--- config.mk ---
export PLATFORM = sky130hd
export DESIGN_NAME = ysyx_22040125_ifu
export DESIGN_NICKNAME = d
export VERILOG_FILES = /design/src/rtl/ysyx_22040125_ifu_pkg.sv /design/src/rtl/ysyx_22040125_if_id_reg.sv /design/src/rtl/ysyx_22040125_ifu.sv
export SDC_FILE = /design/constraint.sdc
export NUM_CORES = 1
export LEC_CHECK = 0
export BUFFER_PORTS_ARGS = -buffer_cell sky130_fd_sc_hd__clkbuf_2
export CORE_MARGIN = 2
export CORE_UTILIZATION = 45
export DETAILED_ROUTE_END_ITERATION = 7
export HOLD_SLACK_MARGIN = 0.15
export PLACE_DENSITY = 0.68
export SKIP_CTS_REPAIR_TIMING = 1
export SLEW_MARGIN = 20
export SYNTH_ARGS = -nofsm -noshare
export SYNTH_HDL_FRONTEND = slang
export SYNTH_SLANG_ARGS = --single-unit
export TNS_END_PERCENT = 50
--- constraint.sdc ---
create_clock -name clk -period 4 [get_ports clk]
set_input_delay 0.8 -clock clk [delete_from_list [all_inputs] [get_ports clk]]
set_output_delay 0.8 -clock clk [all_outputs]
set_load 0.1 [all_outputs]
--- src/rtl/ysyx_22040125_ifu_pkg.sv ---
// Shared definitions for the instruction fetch unit: FSM state encoding,
// the canonical NOP and the default reset fetch address.
package ysyx_22040125_ifu_pkg;

    typedef enum logic [1:0] {
        S_RESET = 2'd0,
        S_REQ   = 2'd1,
        S_WAIT  = 2'd2,
        S_HOLD  = 2'd3
    } ifu_state_e;

    localparam logic [31:0] NOP_INST         = 32'h0000_0013;
    localparam logic [63:0] DEFAULT_RESET_PC = 64'h0000_0000_8000_0000;

endpackage

--- src/rtl/ysyx_22040125_if_id_reg.sv ---
// IF/ID pipeline register: loads a fetched instruction, holds under stall,
// drops to a bubble on flush or when nothing new arrives.
// Build option: IFU_MISALIGN_CHECK_EN adds the misaligned-target flag.
module ysyx_22040125_if_id_reg
    import ysyx_22040125_ifu_pkg::*;
#(
    parameter int XLEN = 64,
    parameter int ILEN = 32
) (
    input  logic            clk,
    input  logic            rst_n,
    input  logic            i_load,
    input  logic            i_stall,
    input  logic            i_flush,
    input  logic [XLEN-1:0] i_pc,
    input  logic [ILEN-1:0] i_inst,
`ifdef IFU_MISALIGN_CHECK_EN
    input  logic            i_mis,
    output logic            o_mis,
`endif
    output logic            o_valid,
    output logic [XLEN-1:0] o_pc,
    output logic [ILEN-1:0] o_inst
);

    always_ff @(posedge clk or negedge rst_n) begin
        if (!rst_n) begin
            o_valid <= 1'b0;
            o_pc    <= '0;
            o_inst  <= ILEN'(NOP_INST);
`ifdef IFU_MISALIGN_CHECK_EN
            o_mis   <= 1'b0;
`endif
        end else if (i_flush) begin
            o_valid <= 1'b0;
`ifdef IFU_MISALIGN_CHECK_EN
            o_mis   <= 1'b0;
`endif
        end else if (i_load) begin
            o_valid <= 1'b1;
            o_pc    <= i_pc;
            o_inst  <= i_inst;
`ifdef IFU_MISALIGN_CHECK_EN
            o_mis   <= i_mis;
`endif
        end else if (!i_stall) begin
            o_valid <= 1'b0;
`ifdef IFU_MISALIGN_CHECK_EN
            o_mis   <= 1'b0;
`endif
        end
    end

endmodule

--- src/rtl/ysyx_22040125_ifu.sv ---
// Instruction fetch unit: PC, single-outstanding fetch FSM, one-entry hold
// buffer and IF/ID register. Build option: IFU_MISALIGN_CHECK_EN.
module ysyx_22040125_ifu
    import ysyx_22040125_ifu_pkg::*;
#(
    parameter int              XLEN     = 64,
    parameter int              ILEN     = 32,
    parameter logic [XLEN-1:0] RESET_PC = XLEN'(DEFAULT_RESET_PC)
) (
    input  logic            clk,
    input  logic            rst_n,
    input  logic            stall_control,
    input  logic            IF_Flush,
    input  logic [XLEN-1:0] redirect_pc,
    output logic            imem_req_valid,
    input  logic            imem_req_ready,
    output logic [XLEN-1:0] imem_req_addr,
    input  logic            imem_rsp_valid,
    input  logic [ILEN-1:0] imem_rsp_data,
    output logic            id_valid,
    output logic [XLEN-1:0] id_pc,
    output logic [ILEN-1:0] id_inst
`ifdef IFU_MISALIGN_CHECK_EN
    ,
    output logic            id_misalign
`endif
);

    ifu_state_e      r_state;
    logic [XLEN-1:0] r_pc;
    logic [XLEN-1:0] r_req_addr;
    logic            r_req_valid;
    logic            r_drop;
    logic [ILEN-1:0] r_hold_inst;
    logic            r_mis;
    logic            r_mis_sent;

    logic            w_flush;
    logic [XLEN-1:0] w_redir_pc;
    logic            w_redir_mis;
    logic            w_hs;
    logic            w_rsp_take;
    logic            w_hold_take;
    logic            w_mis_take;
    logic            w_adv;
    logic            w_enter;
    logic            w_mis_nxt;
    logic [XLEN-1:0] w_pc_nxt;
    logic [ILEN-1:0] w_id_inst;
    logic            w_id_load;

    assign w_flush = ~IF_Flush;

`ifdef IFU_MISALIGN_CHECK_EN
    assign w_redir_pc  = redirect_pc;
    assign w_redir_mis = |redirect_pc[1:0];
`else
    assign w_redir_pc  = redirect_pc & ~XLEN'(3);
    assign w_redir_mis = 1'b0;
`endif

    assign w_hs        = r_req_valid & imem_req_ready;
    assign w_rsp_take  = (r_state == S_WAIT) & imem_rsp_valid & ~w_flush & ~r_drop & ~stall_control;
    assign w_hold_take = (r_state == S_HOLD) & ~r_mis & ~w_flush & ~stall_control;
    assign w_mis_take  = (r_state == S_HOLD) & r_mis & ~r_mis_sent & ~w_flush & ~stall_control;
    assign w_adv       = w_rsp_take | w_hold_take;
    assign w_id_load   = w_adv | w_mis_take;

    // Every path that finishes with the current fetch and starts the next one.
    assign w_enter = (r_state == S_RESET)
                   | ((r_state == S_WAIT) & imem_rsp_valid & (w_flush | r_drop | ~stall_control))
                   | ((r_state == S_HOLD) & (w_flush | w_hold_take));

    assign w_mis_nxt = w_flush ? w_redir_mis : r_mis;

    always_comb begin
        w_pc_nxt = r_pc;
        if (w_flush) begin
            w_pc_nxt = w_redir_pc;
        end else if (w_adv) begin
            w_pc_nxt = r_pc + XLEN'(4);
        end
    end

    always_comb begin
        w_id_inst = imem_rsp_data;
        if (w_mis_take) begin
            w_id_inst = ILEN'(NOP_INST);
        end else if (r_state == S_HOLD) begin
            w_id_inst = r_hold_inst;
        end
    end

    always_ff @(posedge clk or negedge rst_n) begin
        if (!rst_n) begin
            r_state     <= S_RESET;
            r_pc        <= RESET_PC;
            r_req_addr  <= RESET_PC;
            r_req_valid <= 1'b0;
            r_drop      <= 1'b0;
            r_hold_inst <= ILEN'(NOP_INST);
            r_mis       <= 1'b0;
            r_mis_sent  <= 1'b0;
        end else begin
            r_pc <= w_pc_nxt;

            if (w_flush) begin
                r_mis      <= w_redir_mis;
                r_mis_sent <= 1'b0;
            end else if (w_mis_take) begin
                r_mis_sent <= 1'b1;
            end

            case (r_state)
                S_REQ: begin
                    // The outstanding request is never withdrawn; a flush only marks its reply stale.
                    if (w_hs) begin
                        r_req_valid <= 1'b0;
                        r_state     <= S_WAIT;
                    end
                    if (w_flush) begin
                        r_drop <= 1'b1;
                    end
                end
                S_WAIT: begin
                    if (imem_rsp_valid) begin
                        r_drop <= 1'b0;
                        if (!w_flush && !r_drop && stall_control) begin
                            r_hold_inst <= imem_rsp_data;
                            r_state     <= S_HOLD;
                        end
                    end else if (w_flush) begin
                        r_drop <= 1'b1;
                    end
                end
                default: ;
            endcase

            if (w_enter) begin
                if (w_mis_nxt) begin
                    r_state     <= S_HOLD;
                    r_req_valid <= 1'b0;
                end else begin
                    r_state     <= S_REQ;
                    r_req_valid <= 1'b1;
                    r_req_addr  <= w_pc_nxt;
                end
            end
        end
    end

    assign imem_req_valid = r_req_valid;
    assign imem_req_addr  = r_req_addr;

    ysyx_22040125_if_id_reg #(
        .XLEN (XLEN),
        .ILEN (ILEN)
    ) u_if_id (
        .clk     (clk),
        .rst_n   (rst_n),
        .i_load  (w_id_load),
        .i_stall (stall_control),
        .i_flush (w_flush),
        .i_pc    (r_pc),
        .i_inst  (w_id_inst),
`ifdef IFU_MISALIGN_CHECK_EN
        .i_mis   (w_mis_take),
        .o_mis   (id_misalign),
`endif
        .o_valid (id_valid),
        .o_pc    (id_pc),
        .o_inst  (id_inst)
    );

endmodule

# [Word-level counts from Yosys, hierarchy flattened]
# Cells that the tools add are included.
[classes] n_addsub=1 mul=0 div=0 order_cmp=0 n_eq_ne=8 shifts=0 muxes=23 bitwise=27 reduce_logical=13
[op_table] op="64-bit two-way mux" n=2
[op_table] op="64-bit by 3-bit adder with 64-bit output, second input constant" n=1
[op_table] op="32-bit two-way mux" n=2
[op_table] op="1-bit bitwise AND" n=14
[op_table] op="1-bit two-way mux" n=12
[op_table] op="2-bit two-way mux" n=5
[op_table] op="1-bit OR" n=7
[op_table] op="3-bit by 2-bit inequality test with 1-bit output, second input constant" n=2
[op_table] op="3-bit inequality test, second input constant" n=2
[op_table] op="1-bit inverter" n=6
[op_table] op="2-bit AND reduction" n=3
[op_table] op="2-bit nonzero test" n=3
[op_table] op="2-bit equality test, second input constant" n=2
[op_table] op="2-bit case mux with 2 select lines" n=1
[op_table] op="4-bit AND reduction" n=1
[op_table] op="3-bit AND reduction" n=1
[op_table] op="3-bit nonzero test" n=1
[op_table] op="2-bit by 1-bit equality test with 1-bit output, second input constant" n=1
[op_table] op="1-bit logical AND" n=2
[op_table] op="2-bit zero test" n=1
[op_table] op="2-bit by 1-bit inequality test with 1-bit output, second input constant" n=1
[op_table] op="1-bit case mux with 2 select lines" n=1
[op_table] op="1-bit zero test" n=1
[totals] ff_bits=263 latch_bits=0 ram_bits=0 rom_bits=0 out_inout_bits=162 elab_cells=83 n_memories=0

# [Logic depth before layout (Yosys ltp)]
# Gate-level depths: netlist (run 1).
[logic_depth] depth_word=9 depth_mapped=10 depth_no_buf=8

# [Modules after synthesis]
# From an unflattened synthesis (run 1), not the netlist that was laid out.
[hier_totals] hier_cells=1022 area_unflattened_um2=12002.8
[modules_own_cells] mod="ysyx_22040125_ifu" instances=1 cells_per_inst=815 area_each_um2=8194.1 seq_area_each_um2=4160.2
[modules_own_cells] mod="ysyx_22040125_if_id_reg" instances=1 cells_per_inst=207 area_each_um2=3808.7 seq_area_each_um2=2431.1

# [Worst setup path before layout (run 1)]
# OpenSTA, ideal clock, no wires.
[synth_timing] path_type="input to register" from="input port stall_control" to="register r_req_addr[55] (netlist: imem_req_addr[55])" setup_ns=0.125 t_arrival_ns=2.527 required_time_ns=3.875 path_slack_ns=1.348 cell_stages=8 path_cell_list="clkbuf_1 -> nand4b_4 -> a2111oi_4 -> nand2_2 -> buf_2 -> o31ai_1 -> a31oi_1 -> mux2_2"
[synth_via] word_cells_on_any_way=13 cone_classes="2 x mux; 10 x bitwise; 1 x reduce/logical"
[synth_rtl] element="start, declared" line_no="ysyx_22040125_ifu.sv:12" text="input logic stall_control,"
[synth_rtl] element="1-bit inverter (*)" line_no="ysyx_22040125_ifu.sv:63, ysyx_22040125_ifu.sv:64"
[synth_rtl] element="1-bit bitwise AND, on equally long branches" line_no="ysyx_22040125_ifu.sv:63, ysyx_22040125_ifu.sv:64"
[synth_rtl] element="1-bit OR (*)" line_no="ysyx_22040125_ifu.sv:66" text="assign w_adv = w_rsp_take | w_hold_take;"
[synth_rtl] element="64-bit two-way mux (*)" line_no="ysyx_22040125_ifu.sv:80" text="end else if (w_adv) begin"
[synth_rtl] element="64-bit two-way mux (*)" line_no="ysyx_22040125_ifu.sv:78" text="if (w_flush) begin"
[synth_rtl] element="net w_pc_nxt[55]" line_no="ysyx_22040125_ifu.sv:48" text="logic [XLEN-1:0] w_pc_nxt;"
[synth_rtl] element="end signal, assigned" line_no="ysyx_22040125_ifu.sv:146" text="r_req_addr <= w_pc_nxt;"
[synth_rtl] element="end, declared" line_no="ysyx_22040125_ifu.sv:31" text="logic [XLEN-1:0] r_req_addr;"
# Mark *: on every way through the listed nets, which the timed path passes. The rest lies on a longest branch.
# A chain may end at the register's enable or synchronous reset.

# [Final worst setup path (run 1)]
[layout_timing] from="register r_state[0]" to="register u_if_id.o_inst[10]"
[layout_via] elab_chain_cells=8 word_cells_on_any_way=18 cone_classes="2 x eq/ne; 2 x mux; 13 x bitwise; 1 x reduce/logical"
[layout_rtl] element="start, declared" line_no="ysyx_22040125_ifu.sv:29" text="ifu_state_e r_state;"
[layout_rtl] element="start signal, assigned" line_no="ysyx_22040125_ifu.sv:96" text="r_state <= S_RESET;"
[layout_rtl] element="start signal, assigned" line_no="ysyx_22040125_ifu.sv:119" text="r_state <= S_WAIT;"
[layout_rtl] element="start signal, assigned" line_no="ysyx_22040125_ifu.sv:130" text="r_state <= S_HOLD;"
[layout_rtl] element="2-bit equality test" line_no="ysyx_22040125_ifu.sv:63" text="assign w_rsp_take = (r_state == S_WAIT) & imem_rsp_valid & ~w_flush & ~r_drop & ~stall_control;"
[layout_rtl] element="1-bit bitwise AND (4 in a row)" line_no="ysyx_22040125_ifu.sv:63"
[layout_rtl] element="1-bit OR" line_no="ysyx_22040125_ifu.sv:66"
[layout_rtl] element="1-bit OR"
[layout_rtl] element="2-bit AND reduction (no source line)"
[layout_rtl] element="end signal, assigned" line_no="ysyx_22040125_if_id_reg.sv:30" text="o_inst <= ILEN'(NOP_INST);"
[layout_rtl] element="end signal, assigned" line_no="ysyx_22040125_if_id_reg.sv:42" text="o_inst <= i_inst;"
[layout_rtl] element="end, declared" line_no="ysyx_22040125_if_id_reg.sv:23" text="output logic [ILEN-1:0] o_inst"
# Several ways; a longest one is shown, not always the timed one.

==> reports/summary.log, run 1 <==
INFO  outcome        result_of_the_run=finished, final reports clean
INFO  setup_path     reg2reg_to=u_if_id.o_inst[10]$_DFFE_PN0P_
INFO  setup_path     reg2regPathDepth=8
INFO  floorplanning  core_area=25900um^2
INFO  power          cellPowerDensity=415nW/um^2
INFO  logic_synthesis asyncSetResetFlopFracSynth=100%
INFO  logic_synthesis post_synth_inst_count=1052
INFO  routing        drt_pre_antenna_iters=6
INFO  sta            finalMaxSlewViolations=0
INFO  power          fin_total_pwr=6.05mW
INFO  floorplanning  dieArea=27600um^2
INFO  clock_tree     insertion_delay=0.54ns
INFO  setup_path     maximum_fanout_along_the_worst_path=35
INFO  power          p_leak=6.94nW
INFO  clock_tree     clk_pin_slew_worst_paths=0.06ns
INFO  setup_path     timing.critical_path.from_type=flop
INFO  clock_tree     clk_root_buffer_cell=sky130_fd_sc_hd__clkbuf_16
INFO  floorplanning  core.rowCount=59
INFO  sta            tightest_slew=0.892ns
INFO  logic_synthesis synth.largest_area_cell=sky130_fd_sc_hd__dfrtp_1
INFO  grt            grt.total_usage=22.7%
INFO  sta            timing.final.crit_share=74.7%
INFO  setup_path     timing.critical_path.arrival=3.43ns
INFO  placed_design  dp.final_hpwl=22.2mm
INFO  sta            slew_headroom=40.0%
INFO  power          irDropWorstVdd=0.385mV
INFO  clock_tree     max-clock-path-buffers=3
INFO  clock_tree     cts_htree_levels=1
INFO  sta            rsz_0062_raised_after_global_routing=false
INFO  routing        first_iter_violations=486
INFO  sta            timing.clock.skew=0.0126ns
INFO  routing        avgViaCountPerCell=5.41
INFO  placed_design  gp_congestion=0.843
INFO  setup_path     rr_startpoint=r_state[0]$_DFFE_PN0P_
INFO  logic_synthesis ys_warn_count=0
INFO  routing        vias=9006
INFO  setup_path     rrSetupSlack=1.01ns
INFO  floorplanning  chipWidth=166um
INFO  logic_synthesis ys_seq_elements=263
INFO  placed_design  place.port_buffers=261
INFO  setup_path     path_class=reg2reg
INFO  logic_synthesis syn-num-nets=1159
INFO  floorplanning  top_level_ports=264
INFO  worst_hold_path hold_path_class=in2async
INFO  final_layout   areaGrowthSynthToFinish=23.1%
INFO  flow_run       max_cap_viol_count=0
INFO  logic_synthesis yosysUniqueCellTypes=57
INFO  sta            final_critical_delay_including_setup_and_external_delays=2.99ns
INFO  logic_synthesis ys_top_cells_by_area=sky130_fd_sc_hd__dfrtp_1 54%, sky130_fd_sc_hd__mux2_2 11%, sky130_fd_sc_hd__nor2_1 3.8%
INFO  final_layout   instances_no_fill=1664
INFO  logic_synthesis netlist_top_cells_count=255 x sky130_fd_sc_hd__dfrtp_1, 119 x sky130_fd_sc_hd__nor2_1, 115 x sky130_fd_sc_hd__mux2_2, 88 x sky130_fd_sc_hd__a21oi_1, 55 x sky130_fd_sc_hd__nand2_1
INFO  logic_synthesis synthFlopType=sky130_fd_sc_hd__dfrtp_1
INFO  logic_synthesis syn-cell-area=11800um^2
INFO  placed_design  post-place-cells=1610
INFO  sta            aggregate_negative_setup_slack=0ns
INFO  clock_tree     cts_num_sinks=263
INFO  grt            antenna_found_initial=1
INFO  routing        wire_per_inst=19.1um
INFO  final_layout   layout-drive-gt1-share=36.1%
INFO  routing        routed_wl=31.7mm
INFO  routing        ant_nets=0
INFO  logic_synthesis syn_avg_cell_area=11.2um^2
INFO  grt            grt_first_pass_wirelength=50.4mm
INFO  floorplanning  die_height=166um
INFO  sta            fmaxAchievable=0.335GHz
INFO  grt            pin_count_of_the_biggest_net_entering_global_routing=94
INFO  clock_tree     tritoncts=yes
INFO  logic_synthesis number_of_enable_type_register_cells_in_the_synthesized_netlist=0
INFO  floorplanning  initial_utilization=45.7%
INFO  setup_path     critical_path_required=4.45ns
INFO  logic_synthesis synth.most_common_cell=sky130_fd_sc_hd__dfrtp_1
INFO  clock_tree     tritoncts.num_buffers=29
INFO  logic_synthesis post-synth-top-area-fraction=53.9%
INFO  logic_synthesis synth_sequential_area_ratio=55.7%
INFO  sta            setup-violations-final=0
INFO  grt            overflow=0
INFO  grt            first_global_vias=9041
INFO  sta            hold_violations=0
INFO  routing        drc_errors=0
INFO  setup_path     cp-end-kind=flop
INFO  final_layout   num-nets-final=1413
-- layer usage --
layer,global-route usage [%],wire length [um]
met5,0,0
met4,6.16,776
met3,5.24,2140
met2,36.6,14900
met1,31.1,13900
-- report_power, final --
group | leakage [nW] | switching (mW) | total [mW] | internal (mW)
combinational | 3.04 | 0.413 | 0.564 | 0.151
clock | 0.476 | 1.07 | 2.64 | 1.57
sequential | 3.43 | 0.0971 | 2.84 | 2.74
total | 6.94 | 1.58 | 6.05 | 4.47
-- critical path, stage by stage, from the launching register on --
cell,delay (ns)
sky130_fd_sc_hd__dfrtp_1,0.40
sky130_fd_sc_hd__inv_1,0.10
sky130_fd_sc_hd__ha_1,0.29
sky130_fd_sc_hd__nand3b_2,0.25
sky130_fd_sc_hd__a211oi_4,0.77
sky130_fd_sc_hd__buf_4,0.47
sky130_fd_sc_hd__buf_4,0.31
sky130_fd_sc_hd__nor2_1,0.06
sky130_fd_sc_hd__a211oi_1,0.22
-- state kept, by name (all words and copies together) (netlist names) --
| name | count |
|---|---|
| r_pc | 64 |
| u_if_id.o_pc | 64 |
| r_drop | 1 |
| imem_req_valid | 1 |
| r_mis | 1 |
| imem_req_addr | 64 |
| u_if_id.o_valid | 1 |
| r_hold_inst | 32 |
| r_mis_sent | 1 |
| r_state | 2 |
| u_if_id.o_inst | 32 |
-- cells in the final DEF (no fill, tap or decap), types with 18 or more instances in the layout --
cell,n
sky130_fd_sc_hd__o21ai_0,41
sky130_fd_sc_hd__dfrtp_1,255
sky130_fd_sc_hd__mux2i_1,33
sky130_fd_sc_hd__xnor2_1,33
sky130_fd_sc_hd__clkbuf_16,29
sky130_fd_sc_hd__nor3_1,18
sky130_fd_sc_hd__o21bai_1,18
sky130_fd_sc_hd__nand3_1,24
sky130_fd_sc_hd__a21oi_1,88
sky130_fd_sc_hd__nor2_1,117
sky130_fd_sc_hd__a211oi_1,30
sky130_fd_sc_hd__mux2_2,115
sky130_fd_sc_hd__clkbuf_2,259
sky130_fd_sc_hd__nand2_1,55
sky130_fd_sc_hd__xor2_1,23
sky130_fd_sc_hd__nand4_1,19
-- cell families (layout without fill, tap and decap cells) --
kind of cell | after synthesis | in the layout | share of synthesized area [%]
fa+ha+maj | 5 | 5 | 0.529
buf+inv | 72 | 348 | 2.37
compound gates | 206 | 206 | 10.4
other cells | 0 | 1 | 0
flops | 263 | 263 | 55.7
simple gates | 302 | 302 | 13.2
xor+xnor | 56 | 56 | 4.15
mux | 148 | 148 | 13.7
-- final cells by class --
cell class                      instances  area, um^2
Fill cell                            2238       11300
Sequential cell                       263        6590
Multi-Input combinational cell        717        5020
Timing Repair Buffer                  281        1520
Clock buffer                           43         878
Tap cell                              335         419
Clock inverter                         10        83.8
Inverter                               14        52.6
Antenna cell                            1        2.50
-- how the worst max path moves through the flow --
stage                                start  cells after the start  slack (ns)                              to
floorplan                    stall_control                      8        1.35   imem_req_addr[55]$_DFFE_PN0P_
global placement                  IF_Flush                      7        0.87   imem_req_addr[28]$_DFFE_PN0P_
finish              r_state[0]$_DFFE_PN0P_                      8        1.01  u_if_id.o_inst[10]$_DFFE_PN0P_
detailed placement                IF_Flush                      7        0.82  u_if_id.o_inst[19]$_DFFE_PN0P_
global route        r_state[0]$_DFFE_PN0P_                      8        0.77  u_if_id.o_inst[12]$_DFFE_PN0P_
CTS                 r_state[0]$_DFFE_PN0P_                      8        1.02  u_if_id.o_inst[12]$_DFFE_PN0P_
-- through the flow --
step           setup WS (ns)  util (%)  area, um^2  hold WS [ns]
2_1_floorplan           1.35         -       11800         0.464
3_3_place_gp           0.875      52.5       13600         0.463
3_5_place_dp           0.820      52.5       13600         0.472
4_1_cts                 1.02      56.2       14600         0.305
5_1_grt                0.773      56.2       14600         0.345
6_report                1.01      56.2       14600         0.288
(Power assumes the default switching activity.)
==> run 2, diff against run 1 <==
- PLACE_DENSITY: 0.68 -> 0.71
- clock period: 4 -> 2.5 ns (I/O delays scaled with it)
==> reports/summary.log, run 2 (synthesis results as in run 1) <==
INFO  final_layout   layout-drive-gt1-share=38.8%
INFO  grt            grt.total_usage=23.6%
INFO  clock_tree     insertion_delay=0.54ns
INFO  sta            hold_violations=0
INFO  worst_hold_path holdPathStages=3
INFO  setup_path     critical_path_required=2.98ns
INFO  floorplanning  core.rowCount=59
INFO  setup_path     crit_end=imem_req_addr[55]$_DFFE_PN0P_
INFO  floorplanning  initial_utilization=45.7%
INFO  setup_path     maximum_fanout_along_the_worst_path=6
INFO  flow_run       max_cap_viol_count=0
INFO  power          cell_internal_pwr=7.54mW
INFO  final_layout   areaGrowthSynthToFinish=28.2%
INFO  worst_hold_path hold_path_class=in2reg
INFO  power          p_leak=7.26nW
INFO  placed_design  gp_congestion=0.823
INFO  sta            aggregate_negative_setup_slack=0ns
INFO  routing        wire_per_inst=19.4um
INFO  floorplanning  core_area=25900um^2
INFO  floorplanning  dieArea=27600um^2
INFO  clock_tree     cts_htree_levels=1
INFO  power          fin_total_pwr=10.1mW
INFO  clock_tree     clk_root_buffer_cell=sky130_fd_sc_hd__clkbuf_16
INFO  power          sw_frac_of_total=25.5%
INFO  routing        vias=9330
INFO  routing        drc_errors=0
INFO  clock_tree     tritoncts.num_buffers=29
INFO  power          power.share.clock=45.7%
INFO  floorplanning  top_level_ports=264
INFO  power          power.share.sequential=45.0%
INFO  floorplanning  die_height=166um
INFO  grt            antenna_found_initial=2
INFO  final_layout   fillerInstances=2167
INFO  setup_path     rr_startpoint=r_pc[39]$_DFF_PN0_
INFO  sta            rsz_0062_raised_after_global_routing=true
INFO  grt            first_global_vias=9566
INFO  placed_design  place.port_buffers=261
INFO  grt            grt_first_pass_wirelength=52.8mm
INFO  power          power.share.combinational=9.4%
INFO  setup_path     timing.critical_path.arrival=2.90ns
INFO  routing        ant_nets=0
INFO  sta            tightest_slew=0.646ns
INFO  sta            timing.final.crit_share=96.8%
INFO  setup_path     reg2regPathDepth=6
INFO  sta            fmaxAchievable=0.413GHz
INFO  clock_tree     tritoncts=yes
INFO  setup_path     critPathLaunch=r_pc[39]$_DFF_PN0_
INFO  setup_path     path_class=reg2reg
INFO  clock_tree     clk_pin_slew_worst_paths=0.06ns
INFO  sta            slew_headroom=56.9%
INFO  power          p_switching=2.58mW
INFO  sta            final_critical_delay_including_setup_and_external_delays=2.42ns
INFO  routing        avgViaCountPerCell=5.47
INFO  placed_design  dp.final_hpwl=22.9mm
INFO  clock_tree     max-clock-path-buffers=3
INFO  clock_tree     cts_num_sinks=263
INFO  sta            finalMaxSlewViolations=0
INFO  setup_path     cp-end-kind=flop
INFO  outcome        result_of_the_run=finished, final reports clean
INFO  power          cellPowerDensity=667nW/um^2
INFO  sta            setup-violations-final=0
INFO  routing        routed_wl=33.1mm
INFO  routing        drt_pre_antenna_iters=5
INFO  setup_path     reg2reg_to=imem_req_addr[55]$_DFFE_PN0P_
INFO  final_layout   leading_cell_type_in_the_layout_fill_and_taps_excluded=sky130_fd_sc_hd__clkbuf_2
INFO  grt            overflow=0
INFO  final_layout   mostFrequentLayoutCells=259 x sky130_fd_sc_hd__clkbuf_2, 254 x sky130_fd_sc_hd__dfrtp_1, 116 x sky130_fd_sc_hd__nor2_1, 114 x sky130_fd_sc_hd__mux2_2, 88 x sky130_fd_sc_hd__a21oi_1
INFO  grt            pin_count_of_the_biggest_net_entering_global_routing=70
INFO  power          irDropWorstVdd=0.595mV
INFO  final_layout   num-nets-final=1454
INFO  setup_path     rrSetupSlack=0.08ns
INFO  floorplanning  chipWidth=166um
INFO  routing        first_iter_violations=627
INFO  sta            timing.clock.skew=0.00878ns
INFO  setup_path     timing.critical_path.from_type=flop
==> run 2: cell count changes in the layout (fill, tap and decap cells not counted), moves of 2 or more <==
cell / before / now
sky130_fd_sc_hd__buf_4: 17 / 47
sky130_fd_sc_hd__buf_12: 4 / 10
sky130_fd_sc_hd__bufinv_16: 1 / 5
sky130_fd_sc_hd__buf_6: 0 / 2
sky130_fd_sc_hd__clkbuf_8: 10 / 8
sky130_fd_sc_hd__xor2_1: 23 / 21
sky130_fd_sc_hd__xor2_2: 0 / 2
==> run 2: worst min-delay path by stage <==
stage                                       from                            to  slack (ns)
floorplan                                  rst_n  imem_req_addr[0]$_DFFE_PN0P_        0.20
global placement    u_if_id.o_pc[41]$_DFFE_PN0P_  u_if_id.o_pc[41]$_DFFE_PN0P_        0.46
detailed placement  imem_req_addr[4]$_DFFE_PN0P_  imem_req_addr[4]$_DFFE_PN0P_        0.47
CTS                                        rst_n  u_if_id.o_pc[48]$_DFFE_PN0P_       -0.05
global route                    imem_rsp_data[0]    r_hold_inst[0]$_DFFE_PN1P_        0.19
finish                           redirect_pc[31]            r_pc[31]$_DFF_PN1_        0.19
==> run 2: layer usage <==
layer | GRT usage, % | vias up | wire length [um]
met2 | 37.9 | 318 | 15500
met1 | 32.1 | 4621 | 14400
met4 | 6.81 | 0 | 935
met5 | 0 | - | 0
li1 | - | 4339 | -
met3 | 5.53 | 52 | 2290
==> run 2: final cells by class <==
| cell class | count | area, um^2 | area share [%] |
|---|---|---|---|
| flip-flops and latches | 263 | 6590 | 43.5 |
| multi-input cells | 717 | 5110 | 33.7 |
| repair buffers | 322 | 1940 | 12.8 |
| clock buffers | 42 | 855 | 5.63 |
| well taps | 335 | 419 | 2.76 |
| clock inverters | 12 | 191 | 1.26 |
| inverters | 14 | 52.6 | 0.347 |
| diodes | 2 | 5.00 | 0.0330 |
==> run 2: critical path: stages, from the launching register on <==
cell                      delay (ns)
sky130_fd_sc_hd__dfrtp_1        0.48
sky130_fd_sc_hd__nand3_1        0.32
sky130_fd_sc_hd__nor4_4         0.40
sky130_fd_sc_hd__nand4_2        0.21
sky130_fd_sc_hd__or4_1          0.53
sky130_fd_sc_hd__a31oi_1        0.23
sky130_fd_sc_hd__mux2_4         0.18
==> run 2: metrics by stage <==
stage                     util (%)  hold slack, ns  instance area (um^2)  instances  worst slack, ns
after floorplan                  -           0.204                 11800       1052            0.118
after global placement        53.8           0.463                 13900       1646          -0.0887
after detailed placement      53.8           0.470                 13900       1646          -0.0448
after CTS                     57.8         -0.0494                 15000       1700          -0.0586
after global routing          58.5           0.192                 15200       1707          -0.0334
final                         58.5           0.191                 15200       1707           0.0797
==> run 2: power by group through the flow <==
stage | Sequential, mW | Clock [mW] | Combinational [mW]
2_1_floorplan | 4.85 | 0 | 0.316
3_3_place_gp | 4.61 | 0 | 0.924
3_5_place_dp | 4.62 | 0 | 0.941
4_1_cts | 4.54 | 4.70 | 0.946
5_1_grt | 4.56 | 4.85 | 1.03
6_report | 4.55 | 4.62 | 0.949
